<file path="src/rtl/fetch_pkg.sv">
// rtl/fetch_pkg.sv - shared types and constants for the instruction fetch controller
package fetch_pkg;

    localparam int BUF_DEPTH_DEFAULT = 2;
    localparam int INSTR_BYTES       = 4;

    typedef enum logic [1:0] {
        ST_RUN    = 2'd0,
        ST_FULL   = 2'd1,
        ST_HALTED = 2'd2
    } fetch_state_t;

    typedef struct packed {
        logic [31:0] pc;
        logic [31:0] instr;
    } fetch_entry_t;

endpackage

</file>
<file path="src/rtl/fetch_if.sv">
// rtl/fetch_if.sv - instruction memory, decode handshake and control signals of the fetch controller
interface fetch_if;
    logic [31:0] imem_addr;
    logic [31:0] imem_instr;
    logic [31:0] instr_out;
    logic [31:0] pc_out;
    logic        instr_valid;
    logic        instr_ready;
    logic        redirect;
    logic [31:0] redirect_pc;
    logic        halt;
    logic        misalign_err;

    modport master (
        output imem_addr, instr_out, pc_out, instr_valid, misalign_err,
        input  imem_instr, instr_ready, redirect, redirect_pc, halt
    );

    modport slave (
        input  imem_addr, instr_out, pc_out, instr_valid, misalign_err,
        output imem_instr, instr_ready, redirect, redirect_pc, halt
    );
endinterface

</file>
<file path="src/rtl/fetch_buffer.sv">
// rtl/fetch_buffer.sv - two-entry shift FIFO of {pc, instr} with push/pop/flush
module fetch_buffer
    import fetch_pkg::*;
#(
    parameter int DEPTH = BUF_DEPTH_DEFAULT
) (
    input  logic         clk,
    input  logic         rst,
    input  logic         flush,
    input  logic         push,
    input  logic         pop,
    input  fetch_entry_t push_data,
    output fetch_entry_t head,
    output logic [1:0]   count
);

    localparam logic [1:0] FULL_CNT = 2'(DEPTH);

    fetch_entry_t entry0;
    fetch_entry_t entry1;
    logic         do_pop;
    logic         do_push;

    assign do_pop  = pop && (count != 2'd0);
    assign do_push = push && ((count != FULL_CNT) || do_pop);
    assign head    = (count != 2'd0) ? entry0 : '0;

    // entry0 is always the head; a pop shifts entry1 forward
    always_ff @(posedge clk) begin
        if (rst || flush) begin
            entry0 <= '0;
            entry1 <= '0;
            count  <= 2'd0;
        end else begin
            case ({do_push, do_pop})
                2'b10: begin
                    if (count == 2'd0) entry0 <= push_data;
                    else               entry1 <= push_data;
                    count <= count + 2'd1;
                end
                2'b01: begin
                    entry0 <= entry1;
                    entry1 <= '0;
                    count  <= count - 2'd1;
                end
                2'b11: begin
                    if (count == 2'd1) begin
                        entry0 <= push_data;
                    end else begin
                        entry0 <= entry1;
                        entry1 <= push_data;
                    end
                end
                default: ;
            endcase
        end
    end

endmodule

</file>
<file path="src/rtl/fetch_controller.sv">
// rtl/fetch_controller.sv - sequential instruction fetch with redirect, halt and a 2-entry decode buffer
module fetch_controller
    import fetch_pkg::*;
#(
    parameter logic [31:0] RESET_PC  = 32'h0000_0000,
    parameter int          BUF_DEPTH = BUF_DEPTH_DEFAULT
) (
    input  logic     clk,
    input  logic     rst,
    fetch_if.master  bus
);

    localparam logic [1:0] FULL_CNT = 2'(BUF_DEPTH);

    fetch_state_t state;
    fetch_state_t state_next;
    logic [31:0]  fetch_pc;
    logic         misalign_err_q;
    logic [1:0]   count;
    logic [1:0]   count_after;
    logic         instr_valid;
    logic         push;
    logic         pop;
    logic         bad_target;
    fetch_entry_t head;

    assign bad_target  = bus.redirect && (bus.redirect_pc[1:0] != 2'b00);
    assign instr_valid = (count != 2'd0);
    assign count_after = count + {1'b0, push} - {1'b0, pop};

    fetch_buffer #(.DEPTH(BUF_DEPTH)) u_buf (
        .clk       (clk),
        .rst       (rst),
        .flush     (bus.redirect),
        .push      (push),
        .pop       (pop),
        .push_data ('{pc: fetch_pc, instr: bus.imem_instr}),
        .head      (head),
        .count     (count)
    );

    always_ff @(posedge clk) begin
        if (rst) state <= ST_RUN;
        else     state <= state_next;
    end

    // redirect overrides halt; a sticky misalign keeps the fetcher parked
    always_comb begin
        state_next = state;
        if (bus.redirect)
            state_next = (bad_target || misalign_err_q) ? ST_HALTED : ST_RUN;
        else if (bus.halt || misalign_err_q)
            state_next = ST_HALTED;
        else
            state_next = (count_after == FULL_CNT) ? ST_FULL : ST_RUN;
    end

    always_comb begin
        pop  = instr_valid && bus.instr_ready && !bus.redirect;
        push = (state == ST_RUN) && !bus.redirect && ((count != FULL_CNT) || pop);
    end

    always_ff @(posedge clk) begin
        if (rst) begin
            fetch_pc       <= RESET_PC;
            misalign_err_q <= 1'b0;
        end else if (bus.redirect) begin
            fetch_pc <= {bus.redirect_pc[31:2], 2'b00};
            if (bad_target) misalign_err_q <= 1'b1;
        end else if (push) begin
            fetch_pc <= fetch_pc + 32'(INSTR_BYTES);
        end
    end

    assign bus.imem_addr    = fetch_pc;
    assign bus.instr_valid  = instr_valid;
    assign bus.instr_out    = head.instr;
    assign bus.pc_out       = head.pc;
    assign bus.misalign_err = misalign_err_q;

endmodule
</file>
<file path="src/flat_wrapper.sv">
// flat-port wrapper written by rule: the top's interface ports become plain ports
module fetch_controller_flat import fetch_pkg::*;
#(
    parameter logic [31:0] RESET_PC  = 32'h0000_0000,
    parameter int          BUF_DEPTH = BUF_DEPTH_DEFAULT
)
  (clk, rst, bus_imem_addr, bus_instr_out, bus_pc_out, bus_instr_valid, bus_misalign_err, bus_imem_instr, bus_instr_ready, bus_redirect, bus_redirect_pc, bus_halt);
  fetch_if bus_i ();
  input  logic clk;
  input  logic rst;
  output wire logic [$bits(bus_i.imem_addr)-1:0] bus_imem_addr;
  output wire logic [$bits(bus_i.instr_out)-1:0] bus_instr_out;
  output wire logic [$bits(bus_i.pc_out)-1:0] bus_pc_out;
  output wire logic [$bits(bus_i.instr_valid)-1:0] bus_instr_valid;
  output wire logic [$bits(bus_i.misalign_err)-1:0] bus_misalign_err;
  input wire logic [$bits(bus_i.imem_instr)-1:0] bus_imem_instr;
  input wire logic [$bits(bus_i.instr_ready)-1:0] bus_instr_ready;
  input wire logic [$bits(bus_i.redirect)-1:0] bus_redirect;
  input wire logic [$bits(bus_i.redirect_pc)-1:0] bus_redirect_pc;
  input wire logic [$bits(bus_i.halt)-1:0] bus_halt;
  assign bus_imem_addr = bus_i.imem_addr;
  assign bus_instr_out = bus_i.instr_out;
  assign bus_pc_out = bus_i.pc_out;
  assign bus_instr_valid = bus_i.instr_valid;
  assign bus_misalign_err = bus_i.misalign_err;
  assign bus_i.imem_instr = bus_imem_instr;
  assign bus_i.instr_ready = bus_instr_ready;
  assign bus_i.redirect = bus_redirect;
  assign bus_i.redirect_pc = bus_redirect_pc;
  assign bus_i.halt = bus_halt;
  fetch_controller #(.RESET_PC(RESET_PC), .BUF_DEPTH(BUF_DEPTH)) u_core (.clk(clk), .rst(rst), .bus(bus_i));
endmodule
</file>
<file path="config.mk">
export PLATFORM = sky130hd
export DESIGN_NAME = fetch_controller_flat
export DESIGN_NICKNAME = d
export VERILOG_FILES = /design/src/rtl/fetch_pkg.sv /design/src/rtl/fetch_if.sv /design/src/rtl/fetch_buffer.sv /design/src/rtl/fetch_controller.sv /design/src/flat_wrapper.sv
export SDC_FILE = /design/constraint.sdc
export NUM_CORES = 1
export LEC_CHECK = 0
export BUFFER_PORTS_ARGS = -buffer_cell sky130_fd_sc_hd__buf_2
export CAP_MARGIN = 20
export CELL_PAD_IN_SITES_DETAIL_PLACEMENT = 0
export CELL_PAD_IN_SITES_GLOBAL_PLACEMENT = 1
export CORE_MARGIN = 3
export CORE_UTILIZATION = 35
export CTS_CLUSTER_SIZE = 24
export DETAILED_ROUTE_END_ITERATION = 8
export GPL_TIMING_DRIVEN = 0
export PLACE_DENSITY = 0.75
export REMOVE_ABC_BUFFERS = 1
export SLEW_MARGIN = 20
export SYNTH_ARGS = -nofsm -noshare
export SYNTH_HDL_FRONTEND = slang
export SYNTH_SLANG_ARGS = --single-unit
export TNS_END_PERCENT = 5
</file>
<file path="constraint.sdc">
create_clock -name clk -period 2.8 [get_ports clk]
set_clock_uncertainty 0.05 [all_clocks]
set_input_delay 0.14 -clock clk [delete_from_list [all_inputs] [get_ports clk]]
set_output_delay 0.14 -clock clk [all_outputs]
set_load 0.01 [all_outputs]
</file>
==> results_dict.tcl, run 1 <==
set metrics [dict create \
    start_util_pct 36.20 \
    path_clk_slew_ns 0.07 \
    yosysTopAreaCellShare_pct 42.76 \
    drt_iter0_drc 303 \
    final_antenna_net_count 0 \
    start_kind "register" \
    fin_crit_sh_pct 96.52 \
    async_flop_share_pct 0 \
    slowest_stage "dfxtp_4" \
    total_leakage_power_nw 4.003 \
    num_rows 52 \
    place_ws_ns -1.350 \
    fin_ws_ns 0.09733 \
    htreeDepth 4 \
    grt_max_degree 64 \
    critical_path_arrival_ns 3.01 \
    max_freq_ghz 0.3700 \
    dieArea_sq_mm 0.02305 \
    cp_num_cells 12 \
    ys_seq_area_share_pct 42.76 \
    wl_per_cell_microns 16.94 \
    end_kind "register" \
    cp_top_family "simple AND/OR/NAND/NOR gates" \
    r2r_cells 12 \
    cts_tree "done" \
    synth.area.top_cells "dfxtp_1, a221oi_1, nand3b_1" \
    pwr_density_cell_mw_per_mm2 581.6 \
    layout.cells.non_filler 1384 \
    synth_adder_area_share_pct 1.849 \
    chipWidth_microns 151.8 \
    routed_via_density 5.148 \
    finalSetupViolations 0 \
    final_area_sq_mm 0.01040 \
    hold_path.class "in2reg" \
    drv_cap 0 \
    fp.dieH_microns 151.8 \
    wl_microns 23450 \
    vias 7125 \
    vdd_drop_max_uv 373.2 \
    gp_congestion 0.7406 \
    synth_cell_types 45 \
    drtPass1Iterations 5 \
    critPathBufInv 4 \
    clockBufferDepth 2 \
    cts_made_buffers 17 \
    synth_top_family_by_area "simple AND/OR/NAND/NOR gates" \
    overflow 0 \
    drv_slew 0 \
    crit_chain "inv_1 -> ha_4 -> buf_16 -> nand2b_4 -> a21oi_4 -> buf_4 -> nand2_1 -> ha_2 -> nand3b_1 -> buf_8 -> or3_1 -> a21oi_1" \
    synth_edf_count 0 \
    clkLatencyLatePin_ns 0.44 \
    fillers 1988 \
    syn_to_final_growth_pct 39.67 \
    fin_util_pct 50.57 \
    fin_total_pwr_mw 6.047 \
    path_max_fanout 26 \
    synth_compound_area_share_pct 16.86 \
    place_area_sq_mm 0.008740 \
    hpwlAfterDp_microns 14360 \
    crit_type "reg2reg" \
    grt_pass1_vias 7017 \
    fin_hold_ws_ns 0.04205 \
    synth_area_sq_mm 0.007443 \
    fin_nets 1181 \
    diodes 0 \
    grt_pass1_wl_microns 37940 \
    worstPathRequired_ns 3.11 \
    root_buffer "clkbuf_16" \
    layout-drive-gt1-share_pct 24.96 \
    grt_util_all_layers_pct 19.94 \
    synthFlopType "dfxtp_1" \
    core_area_sq_mm 0.02056 \
    rsz0062_at_grt "yes" \
    synthXorXnorAreaFrac_pct 3.412 \
    io_pins 167 \
    ys.warnings.count 0 \
    synthSimpleGateAreaFrac_pct 29.13 \
    slew_headroom_pct 38.95 \
    drc 0 \
    synth.mux.area_fraction_pct 0.2858 \
    syn_inst 898 \
    hold_violations 0 \
    syn_avg_cell_area_sq_um 8.289 \
    period_minus_slack_ns 2.703 \
    port_buffers 162 \
    ys_seq_elements 159 \
    placed_cells 1267 \
    tightest_slew_ns 0.9145 \
    status "finished, final reports clean" \
    rrSetupSlack_ns 0.1 \
    antenna_found_initial 0 \
    clock-sinks 159 \
    synth_top_cell_by_area "dfxtp_1" \
    final.setup.tns_ns 0 \
    max_stage_delay_ns 0.37 \
    min_path_cells 3 \
]
-- layer usage --
layer / global-route usage [%] / share of wire, % / up-vias
met3: 4.181 / 5.0 / 23
met5: 0 / 0 / -
met1: 26.67 / 48 / 3332
li1: - / - / 3575
met2: 32.85 / 46 / 195
met4: 5.394 / 1.2 / 0
-- cells in the final DEF, fill, tap and decap left out, drive strengths merged, types with 3 or more instances in the layout --
master / synthesis / layout
nand2: 98 / 98
a21oi: 78 / 78
bufinv: 0 / 3
o21ai: 5 / 5
nand4: 14 / 14
clkbuf: 62 / 20
nand3b: 60 / 60
nor2b: 62 / 62
conb: 1 / 4
dfxtp: 159 / 159
nor3: 65 / 65
a2111oi: 4 / 4
a211oi: 20 / 20
dlygate4sd3: 0 / 63
ha: 11 / 11
a221oi: 64 / 64
o22ai: 3 / 3
buf: 24 / 201
nor2: 88 / 88
xor2: 22 / 22
or3: 6 / 6
nand3: 12 / 12
inv: 16 / 25
xnor2: 7 / 7
-- area by class of cell --
cell class / count / area, sq um / area share (%)
repair buffers: 267 / 2142 / 20.60
flip-flops and latches: 159 / 3188 / 30.67
inverters: 16 / 60.06 / 0.5777
multi-input cells: 640 / 4045 / 38.91
clock inverters: 14 / 193.9 / 1.865
clock buffers: 18 / 429.2 / 4.128
well taps: 270 / 337.8 / 3.249
-- worst paths after layout --
check                                             start                       to
worst max-delay path              u_core.u_buf.count[0]  u_core.u_buf.entry1[40]
worst min-delay path                 bus_redirect_pc[0]  u_core.bus.misalign_err
worst max register to register    u_core.u_buf.count[0]  u_core.u_buf.entry1[40]
worst min register to register  u_core.u_buf.entry1[53]  u_core.u_buf.entry1[53]
-- synth_stat cells (all sizes together), types with 6 or more instances --
| cell type | count |
|---|---|
| clkbuf | 62 |
| inv | 16 |
| a211oi | 20 |
| xnor2 | 7 |
| nand4 | 14 |
| or3 | 6 |
| buf | 24 |
| nand3b | 60 |
| nand2 | 98 |
| nor2 | 88 |
| dfxtp | 159 |
| nor3 | 65 |
| a221oi | 64 |
| nor2b | 62 |
| nand3 | 12 |
| a21oi | 78 |
| ha | 11 |
| xor2 | 22 |
-- logic make-up (layout without fill, tap and decap cells) --
kind of cell             Yosys count  in the layout
AO/OA/AOI/OAI                    178            178
XOR/XNOR                          29             29
adder cells (fa/ha/maj)           11             11
buffers and inverters            102            315
flip-flops                       159            159
multiplexers                       2              2
other                              1              4
AND/OR/NAND/NOR                  416            416
-- power breakdown --
| part | total (mW) | switching, mW | internal [mW] |
|---|---|---|---|
| Clock | 2.51 | 1.07 | 1.44 |
| Sequential | 2.47 | 0.0955 | 2.37 |
| Combinational | 1.07 | 0.572 | 0.499 |
-- what timing repair did --
| item | 4_1_cts | 5_1_grt |
|---|---|---|
| pin swaps | 3 | 5 |
| gates resized for setup | 8 | 24 |
| setup buffers | 15 | 5 |
| endpoints found under the hold margin | 96 | 0 |
| hold buffers | 63 | 0 |
| cloned | 1 | 1 |
| setup endpoints to repair | 130 | 123 |
-- flip-flops by register name, summed over array words and instances, names as in the netlist --
signal,count
u_core.bus.imem_addr,30
u_core.bus.misalign_err,1
u_core.state,2
u_core.u_buf.count,2
u_core.u_buf.entry0,62
u_core.u_buf.entry1,62
-- worst register-to-register path: stages (launching register included) --
cell      delay [ns]
dfxtp_4         0.37
inv_1           0.09
ha_4            0.19
buf_16          0.17
nand2b_4        0.18
a21oi_4         0.16
buf_4           0.14
nand2_1         0.10
ha_2            0.27
nand3b_1        0.24
buf_8           0.20
or3_1           0.31
a21oi_1         0.16
Note: power is estimated with default switching activity, not from simulation.
==> run 2, diff against run 1 <==
REMOVE_ABC_BUFFERS = unset   (was 1)
==> run 2 against run 1 <==
Against the previous run: worst hold slack lost 0.032 ns; non-clock buffer count grew 42; clock power shrank 16%; clock-buffer cell count grew 3; register-to-register slack lost 0.03 ns; sequential share of layout area grew 1.1 points; flip-flop and latch count is the same; sequential power is essentially flat; highest routed layer unchanged.
==> results_dict.tcl, run 2 (synthesized netlist as in run 1, its figures left out) <==
set metrics [dict create \
    p_switching_mw 1.601 \
    dieArea_sq_mm 0.02305 \
    fin_hold_ws_ns 0.01037 \
    placed_cells 1331 \
    syn_to_final_growth_pct 34.48 \
    drtPass1Iterations 5 \
    fin_nets 1223 \
    clock-sinks 159 \
    final_common_cell "buf_2" \
    period_minus_slack_ns 2.733 \
    grt_pass1_vias 7242 \
    wl_per_cell_microns 16.94 \
    crit_type "reg2reg" \
    status "finished, final reports clean" \
    antenna_found_initial 0 \
    max_freq_ghz 0.3659 \
    layout-drive-gt1-share_pct 23.98 \
    p_sw_share_pct 28.84 \
    grt_util_all_layers_pct 20.43 \
    fin_total_pwr_mw 5.550 \
    clkLatencyLatePin_ns 0.43 \
    grt_pass1_wl_microns 38510 \
    cts_tree "done" \
    start_kind "register" \
    wl_microns 24140 \
    critical_path_arrival_ns 3.04 \
    diodes 0 \
    clockBufferDepth 2 \
    hpwlAfterDp_microns 17320 \
    routed_via_density 5.137 \
    cts_made_buffers 17 \
    tightest_slew_ns 0.7936 \
    slew_headroom_pct 47.09 \
    chipWidth_microns 151.8 \
    drc 0 \
    final.setup.tns_ns 0 \
    overflow 0 \
    drv_cap 0 \
    fin_util_pct 48.69 \
    port_buffers 160 \
    core_area_sq_mm 0.02056 \
    start_util_pct 36.20 \
    fin_crit_sh_pct 97.61 \
    rsz0062_at_grt "yes" \
    drv_slew 0 \
    path_max_fanout 10 \
    num_rows 52 \
    io_pins 167 \
    pwr_density_cell_mw_per_mm2 554.4 \
    power.share.clock_pct 37.8 \
    end_kind "register" \
    internal-power_mw 3.949 \
    htreeDepth 4 \
    path_clk_slew_ns 0.06 \
    vdd_drop_max_uv 453.5 \
    gp_congestion 0.8513 \
    root_buffer "clkbuf_16" \
    drt_iter0_drc 355 \
    total_leakage_power_nw 3.891 \
    worstPathRequired_ns 3.11 \
    fp.dieH_microns 151.8 \
    hold_path.class "in2reg" \
    hold_violations 0 \
    vias 7320 \
    power_frac_comb_pct 17.6 \
    p_seq_share_pct 44.6 \
    finalSetupViolations 0 \
    grt_max_degree 17 \
    final_antenna_net_count 0 \
    final_cell_mix "buf_2, dfxtp_1, nand2_1" \
    layout.cells.non_filler 1425 \
]
## run 2: worst max-delay path: stages, from the launching register on
cell and delay [ns]:
dfxtp_1 0.33, inv_1 0.11, ha_1 0.21, nand2b_4 0.15, buf_4 0.18, a21oi_4 0.07, nand2_1 0.09, inv_1 0.07
ha_2 0.22, a221oi_2 0.37, clkbuf_1 0.51, nand3b_1 0.14, a21oi_1 0.16
## run 2: final timing paths
| kind | start | to | slack (ns) | cells past startpoint |
|---|---|---|---|---|
| min | bus_redirect_pc[28] | u_core.bus.imem_addr[28] | 0.01 | 3 |
| max reg2reg | u_core.u_buf.count[1] | u_core.u_buf.entry1[4] | 0.07 | 12 |
| min reg2reg | u_core.u_buf.entry1[26] | u_core.u_buf.entry1[26] | 0.40 | 2 |
| max | u_core.u_buf.count[1] | u_core.u_buf.entry1[4] | 0.07 | 12 |
## run 2: routing by layer
metal / routed length (microns) / share of wire [%] / GRT usage, %
met2: 10940 / 45 / 32.37
met3: 1001 / 4.1 / 3.527
met5: 0 / 0 / 0
met4: 592 / 2.5 / 7.449
met1: 11610 / 48 / 28.10
## run 2: power groups by stage
stage                     clock network [mW]  logic, mW  registers [mW]
final                                   2.10      0.977            2.47
after global routing                    2.22       1.08            2.49
after CTS                               2.13      0.955            2.47
after global placement                     0      0.841            2.52
after floorplan                            0      0.539            2.50
after detailed placement                   0      0.848            2.52
## run 2: through the flow
stage / cell area (sq um) / setup WS (ns)
after global routing: 10010 / -0.1249
final: 10010 / 0.06705
after CTS: 9859 / -0.02006
after detailed placement: 8593 / -1.086
after global placement: 8593 / -1.097
after floorplan: 7455 / 0.002834
## run 2: final cells by class
cell class | instances | area (sq um)
Buffer | 84 | 446.7
Clock buffer | 21 | 460.4
Clock inverter | 10 | 65.06
Fill cell | 2108 | 10550
Inverter | 16 | 60.06
Multi-Input combinational cell | 640 | 4014
Sequential cell | 159 | 3184
Tap cell | 270 | 337.8
Timing Repair Buffer | 225 | 1441
## run 2: what timing repair did
| action | 4_1_cts | 5_1_grt |
|---|---|---|
| setup endpoints to repair | 127 | 134 |
| resized for setup | 51 | 33 |
| setup buffers | 2 | 2 |
| pin swaps | 2 | 2 |
| cloned | 0 | 0 |
| hold endpoints to repair | 75 | 0 |
| hold buffers | 61 | 0 |
==> run 3, diff against run 2 <==
HOLD_SLACK_MARGIN = 0.02   (was unset)
==> run 3 against run 2 <==
Against the previous run: sequential share of layout area decreased by 0.063 points; clock-buffer cell count unchanged; largest cell class unchanged; die area unchanged; critical path type unchanged; register-to-register slack got worse by 0.02 ns; setup slack got worse by 0.021 ns; design area increased by 0.20%; critical path depth unchanged; clock power about the same; final cell count increased by 0.14%.
==> results_dict.tcl, run 3 (synthesized netlist as in run 1, its figures left out) <==
set metrics [dict create \
    status "finished, final reports clean" \
    grt_max_degree 17 \
    fin_util_pct 48.78 \
    port_buffers 160 \
    fp.dieH_microns 151.8 \
    grt_pass1_wl_microns 38540 \
    start_kind "register" \
    hold_violations 0 \
    final_common_cell "buf_2" \
    start_util_pct 36.20 \
    crit_type "reg2reg" \
    clkLatencyLatePin_ns 0.43 \
    final_antenna_net_count 0 \
    drtPass1Iterations 5 \
    core_area_sq_mm 0.02056 \
    max_freq_ghz 0.3631 \
    wl_microns 24190 \
    clock-sinks 159 \
    diodes 0 \
    critical_path_arrival_ns 3.06 \
    slowest_stage "clkbuf_1" \
    vdd_drop_max_uv 451.0 \
    cp_top_family "buffers and inverters" \
    total_leakage_power_nw 3.899 \
    drc 0 \
    grt_util_all_layers_pct 20.44 \
    end_kind "register" \
    finalSetupViolations 0 \
    fin_hold_ws_ns 0.04444 \
    path_clk_slew_ns 0.06 \
    drt_iter0_drc 326 \
    cts_tree "done" \
    clockBufferDepth 2 \
    routed_via_density 5.111 \
    layout.cells.non_filler 1427 \
    hold_path.class "in2reg" \
    layout-drive-gt1-share_pct 23.94 \
    htreeDepth 4 \
    slew_headroom_pct 46.80 \
    critPathBufInv 4 \
    hpwlAfterDp_microns 17320 \
    rsz0062_at_grt "yes" \
    path_max_fanout 10 \
    root_buffer "clkbuf_16" \
    final_cell_mix "buf_2, dfxtp_1, nand2_1" \
    max_stage_delay_ns 0.52 \
    fin_ws_ns 0.04619 \
    fin_crit_sh_pct 98.35 \
    period_minus_slack_ns 2.754 \
    fin_total_pwr_mw 5.553 \
    io_pins 167 \
    place_ws_ns -1.086 \
    wl_per_cell_microns 16.95 \
    tightest_slew_ns 0.7980 \
    cpMostUsedCell "inv_1" \
    worstPathRequired_ns 3.11 \
    antenna_found_initial 0 \
    cts_made_buffers 17 \
    crit_chain "inv_1 -> ha_1 -> nand2b_4 -> buf_4 -> a21oi_4 -> nand2_1 -> inv_1 -> ha_2 -> a221oi_2 -> clkbuf_1 -> nand3b_1 -> a21oi_1" \
    num_rows 52 \
    pwr_density_cell_mw_per_mm2 553.6 \
    grt_pass1_vias 7258 \
    placed_cells 1331 \
    drv_slew 0 \
    dieArea_sq_mm 0.02305 \
    chipWidth_microns 151.8 \
    fin_nets 1225 \
    drv_cap 0 \
    gp_congestion 0.8513 \
    syn_to_final_growth_pct 34.75 \
    overflow 0 \
    vias 7293 \
]
## run 3: per-layer routing
layer	GRT usage (%)	routed length (microns)	share of wire, %	vias up
met2	32.41	11080	46	176
met3	3.527	983	4.1	39
met5	0	0	0	-
li1	-	-	-	3664
met4	7.449	522	2.2	0
met1	28.08	11610	48	3414
## run 3: final timing paths
kind | from | end | slack [ns] | cells after the start
setup / recovery | u_core.u_buf.count[1] | u_core.u_buf.entry1[4] | 0.05 | 12
hold / removal | bus_redirect | u_core.bus.imem_addr[13] | 0.04 | 2
setup reg to reg | u_core.u_buf.count[1] | u_core.u_buf.entry1[4] | 0.05 | 12
hold reg to reg | u_core.u_buf.entry1[26] | u_core.u_buf.entry1[26] | 0.40 | 2
## run 3: timing repair
item | in CTS | in global routing
endpoints found under the setup margin | 127 | 134
endpoints found under the hold margin | 90 | 0
resized for setup | 51 | 33
pin swaps | 2 | 2
hold buffers | 63 | 0
buffers inserted | 2 | 2
## run 3: layout make-up
type                            instances  area, sq um
Fill cell                            2105        10530
Multi-Input combinational cell        640         4014
Sequential cell                       159         3184
Timing Repair Buffer                  227         1461
Clock buffer                           21        460.4
Buffer                                 84        446.7
Tap cell                              270        337.8
Clock inverter                         10        65.06
Inverter                               16        60.06
## run 3: report_power, final
group	switching [mW]	internal, mW
clock network	0.930	1.17
registers	0.101	2.37
logic	0.570	0.409
## run 3: per-stage QoR
| stage | cell area [sq um] | TNS [ns] |
|---|---|---|
| 2_1_floorplan | 7455 | 0 |
| 3_3_place_gp | 8593 | -119.16 |
| 3_5_place_dp | 8593 | -116.73 |
| 4_1_cts | 9879 | -0.1241 |
| 5_1_grt | 10030 | -7.608 |
| 6_report | 10030 | 0 |
